==> config.mk <==
export PLATFORM = sky130hd
export DESIGN_NAME = mux_arb
export DESIGN_NICKNAME = d
export VERILOG_FILES = /design/src/rtl/mux_arb.sv
export SDC_FILE = /design/constraint.sdc
export NUM_CORES = 1
export LEC_CHECK = 0
export ABC_AREA = 0
export CAP_MARGIN = 20
export CORE_MARGIN = 1
export CORE_UTILIZATION = 25
export CTS_CLUSTER_DIAMETER = 200
export CTS_CLUSTER_SIZE = 14
export DETAILED_ROUTE_END_ITERATION = 12
export GPL_TIMING_DRIVEN = 0
export PLACE_DENSITY = 0.69
export REMOVE_ABC_BUFFERS = 1
export SLEW_MARGIN = 15
export SYNTH_ARGS = -nofsm -noshare
export SYNTH_HDL_FRONTEND = slang
export SYNTH_SLANG_ARGS = --single-unit
==> constraint.sdc <==
create_clock -name clk -period 1.5 [get_ports clk]
set_input_delay 0.225 -clock clk [delete_from_list [all_inputs] [get_ports clk]]
set_output_delay 0.225 -clock clk [all_outputs]
set_load 0.1 [all_outputs]
==> src/rtl/mux_arb.sv <==
// N-channel registered multiplexer with valid/ready handshaking and explicit-select arbitration.
// Optional round-robin arbitration is compiled in with `define MUX_ARB_RR_EN.
module mux_arb #(
    parameter int WIDTH    = 8,
    parameter int CHANNELS = 4,
    parameter int SEL_W    = $clog2(CHANNELS)
) (
    input  logic                      clk,
    input  logic                      rst,
    input  logic [CHANNELS*WIDTH-1:0] in_data,
    input  logic [CHANNELS-1:0]       in_valid,
    output logic [CHANNELS-1:0]       in_ready,
    input  logic [SEL_W-1:0]          sel,
    input  logic                      mode,
    output logic [WIDTH-1:0]          out_data,
    output logic                      out_valid,
    input  logic                      out_ready,
    output logic [SEL_W-1:0]          out_chan
);

    logic                r_out_valid;
    logic [WIDTH-1:0]    r_out_data;
    logic [SEL_W-1:0]    r_out_chan;

    logic                w_load_en;
    logic                w_sel_elig;
    logic                w_elig;
    logic                w_xfer;
    logic                w_rr;
    logic [SEL_W-1:0]    w_cand;
    logic [WIDTH-1:0]    w_cand_data;
    logic [CHANNELS-1:0] w_grant;
    logic [WIDTH-1:0]    w_chan_data [CHANNELS];

    for (genvar g = 0; g < CHANNELS; g++) begin : g_unpack
        assign w_chan_data[g] = in_data[g*WIDTH +: WIDTH];
    end

    assign w_load_en = !r_out_valid || out_ready;

    // Loop compare keeps sel >= CHANNELS from ever indexing in_valid out of range.
    always_comb begin
        w_sel_elig = 1'b0;
        for (int unsigned i = 0; i < CHANNELS; i++) begin
            if (sel == SEL_W'(i) && in_valid[SEL_W'(i)]) begin
                w_sel_elig = 1'b1;
            end
        end
    end

`ifdef MUX_ARB_RR_EN
    logic [SEL_W-1:0] r_ptr;
    logic [SEL_W-1:0] w_ptr_nxt;
    logic [SEL_W-1:0] w_idx;
    logic [SEL_W-1:0] w_rr_cand;
    logic             w_rr_found;

    assign w_rr = mode;

    always_comb begin
        w_rr_found = 1'b0;
        w_rr_cand  = '0;
        w_idx      = '0;
        for (int unsigned k = 0; k < CHANNELS; k++) begin
            w_idx = SEL_W'((32'(r_ptr) + k) % CHANNELS);
            if (!w_rr_found && in_valid[w_idx]) begin
                w_rr_found = 1'b1;
                w_rr_cand  = w_idx;
            end
        end
    end

    assign w_ptr_nxt = (32'(w_cand) == CHANNELS - 1) ? '0 : w_cand + 1'b1;

    always_ff @(posedge clk or posedge rst) begin
        if (rst) begin
            r_ptr <= '0;
        end else if (w_xfer && w_rr) begin
            r_ptr <= w_ptr_nxt;
        end
    end
`else
    logic w_unused_mode;

    assign w_rr          = 1'b0;
    assign w_unused_mode = mode;
`endif

    always_comb begin
        w_cand = sel;
        w_elig = w_sel_elig;
`ifdef MUX_ARB_RR_EN
        if (w_rr) begin
            w_cand = w_rr_cand;
            w_elig = w_rr_found;
        end
`endif
    end

    always_comb begin
        w_grant = '0;
        if (!rst && w_load_en && w_elig) begin
            w_grant[w_cand] = 1'b1;
        end
    end

    assign w_xfer      = |(w_grant & in_valid);
    assign w_cand_data = w_chan_data[w_cand];

    always_ff @(posedge clk or posedge rst) begin
        if (rst) begin
            r_out_valid <= 1'b0;
            r_out_data  <= '0;
            r_out_chan  <= '0;
        end else if (w_xfer) begin
            r_out_valid <= 1'b1;
            r_out_data  <= w_cand_data;
            r_out_chan  <= w_cand;
        end else if (r_out_valid && out_ready) begin
            r_out_valid <= 1'b0;
        end
    end

    assign in_ready  = w_grant;
    assign out_valid = r_out_valid;
    assign out_data  = r_out_data;
    assign out_chan  = r_out_chan;

endmodule

==> impl_results.md <==
- Largest family of logic cells by synthesized area: multiplexers
- CP Class: reg2out
- Rel. slew slack: 0.6299
- Mux contribution to synthesized area: 0.4571
- Area leader, netlist: dfrtp_1
- Synth Area in Simple Gates: 0.1025
- Detail-routed via count per cell: 4.972
- Post-route ant nets: 0
- Fmax: 623.0 MHz
- Share of layout cells above drive strength 1: 0.4273
- Crit-path slowest cell: dfrtp_1
- Initial core utilization: 0.2677
- Critical Path Sink Type: output port
- Status: finished with violations
- Final Max Tran Viols: 0
- Clk buf depth: 2
- Vias in the first global route: 772
- Cell Area, Synth: 744.5 um^2
- Clock Skew: 0.003044 ns
- Final #Nets: 153
- Synth Warn #: 0
- Synth unique cells: 20
- Total CTS buffers: 3
- Die Y: 56.57 um
- Final Cycle Share: 1.070
- Hold_buf cts: 0
- CTS tree: done
- Max Cap Viol: 0
- Final setup vio count: 3
- Clock sinks: 11
- FF+latch count, synth: 11
- Cell row count: 19
- Final WS setup: -0.1051 ns
- CP Launch Type: register
- CP bufs+invs: 1
- Drt wl/cell: 13.96 um
- Commonest non-fill, non-tap cell in the layout: clkdlybuf4s50_1
- Compound-gate portion of the synthesized area: 0.02521
- Pwr Density: 1133 nW/um^2
- Max VDD drop: 0.001082 V
- GRT Total Usage: 0.1354
- Die Area: 3200 um^2
- Most frequent cells in the layout: clkdlybuf4s50_1, clkdlybuf4s15_2, dfrtp_1
- Top post-synthesis cells by area: dfrtp_1, mux2_2, mux4_2
- Failing checks: setup timing
- Seq. cell area: 275.3 um^2
- Worst path top cell family by delay: simple AND/OR/NAND/NOR gates
- Largest net degree at the start of global routing: 17
- Vias post-DR: 701
- IO Port Bufs: 55
- Inserted Diodes: 0
- XOR/XNOR Fraction of Synth Area: 0
- CTS root buf: clkbuf_4
- Post-layout instance area: 1474 um^2
- Worst Path Arrival: 1.38 ns
- First-pass GRT wire length: 3.263 mm
- Drt first pass iters: 2
- Die width: 56.57 um
- Area of the multi-input gates: 503.0 um^2
- Initial antenna violation count: 0
- P_leak: 0.0006076 uW
- Detailed Route WL: 1.969 mm
- Crit path largest cell delay: 0.42 ns
- Post-route DRC: 0
- Critical Path RT: 1.27 ns
- CTS H-tree depth: 1
- DRT iter0 DRCs: 10
- Sequential area share after synthesis: 0.3697
- Crit-path cells: nor2b_4, nor2_4, and4b_1, buf_12
- Final Hold Viols: 0
- Fillers: 251
- Placeable Area: 2781 um^2
- Synthesized-area fraction occupied by adder cells: 0
- Synthesized instance count: 50
- Critical path fanouts, max: 3
- Grt total ovfl: 0
- Syn-to-layout area delta: 97.98%
- DP Area: 1308 um^2
- Top Ports: 57
- Min Tclk post-route: 1.605 ns
- TNS Setup: -0.2401 ns
- RSZ-0062 raised after global routing: true
- Gpl congestion: 0.6457
- Clk_lat worst skew: 0.26 ns
- Clk slew on worst S/H paths: 0.07 ns
- Actual slew at the worst max-slew pin: 0.5577 ns
- Synth top area share: 0.3697
- Post-synthesis area per instance: 14.89 um^2
- Worst min path class: in2async
-- sequential cells by signal, summed over array words and instances, names as in the netlist --
register   flops
out_chan       2
out_data       8
out_valid      1
-- worst paths after layout --
check                                        start  slack [ns]                      end  depth (start not counted)
max                          out_valid$_DFFE_PP0P_       -0.11              in_ready[2]                          4
min                                            rst        0.13  out_data[5]$_DFFE_PP0P_                          3
max reg2reg                  out_valid$_DFFE_PP0P_        0.26  out_data[7]$_DFFE_PP0P_                          4
min reg2reg                out_data[3]$_DFFE_PP0P_        0.51  out_data[3]$_DFFE_PP0P_                          1
max in group asynchronous                      rst        1.19  out_data[0]$_DFFE_PP0P_                          3
min in group clk                               rst        0.42  out_chan[1]$_DFFE_PP0P_                          3
-- through the flow --
stage | total power, uW | instances | hold WS [ns] | utilization | setup WS, ns
2_1_floorplan | 1152 | 47 | 0.1236 | - | -2.167
3_3_place_gp | 1453 | 133 | 0.4873 | 0.4701 | -1.451
3_5_place_dp | 1465 | 133 | 0.4933 | 0.4701 | -1.470
4_1_cts | 1682 | 140 | 0.4217 | 0.5182 | -0.1416
5_1_grt | 1756 | 141 | 0.1301 | 0.5299 | -0.1869
6_report | 1670 | 141 | 0.1311 | 0.5299 | -0.1051
-- final cells by class --
class                   instances  share of cell area
clock buffers                   4             0.01783
inverters                       2            0.007640
multi-input cells              35              0.3413
flip-flops and latches         11              0.1868
well taps                      31             0.02632
repair buffers                 58              0.4202
-- per-layer routing --
layer	global-route usage	wire [um]	up-vias
met5	0	0	-
li1	-	-	325
met1	0.1542	785	341
met2	0.2471	1063	33
met4	0.05226	11	0
met3	0.02535	109	2
-- power breakdown --
group / leakage [uW] / internal, uW / switching, uW
sequential: 0.000128 / 373 / 40.4
clock: 0.0000150 / 103 / 93.8
combinational: 0.000464 / 324 / 736
total: 0.000608 / 800 / 870
-- synthesized netlist by cell type --
cell and instances:
mux2_2 10, nand2b_1 1, o31ai_1 1, dfrtp_1 11, and4b_1 1, a31oi_1 1, nor2_1 2, nand2_1 2
buf_6 2, mux2i_1 1, nor2b_1 1, o21ai_0 1, and4_1 1, nor3b_1 1, mux4_2 5, nand3_1 1
mux4_1 4, nand3_4 1, inv_1 2, clkbuf_1 1
-- cells by family after synthesis --
family	after synthesis
mux	20
simple gates	11
buf+inv	5
flops	11
compound gates	3
-- timing repair --
action                                  in CTS  in global routing
endpoints found under the setup margin      26                 11
buffers inserted                             2                  1
gates resized for setup                     93                  9
pin swaps                                    5                  5
cloned                                       1                  0
-- tightest hold or removal path: cells and delay by family --
kind | cells | cell delay (ns)
buffers and inverters | 3 | 0.53
(Power assumes the default switching activity.)
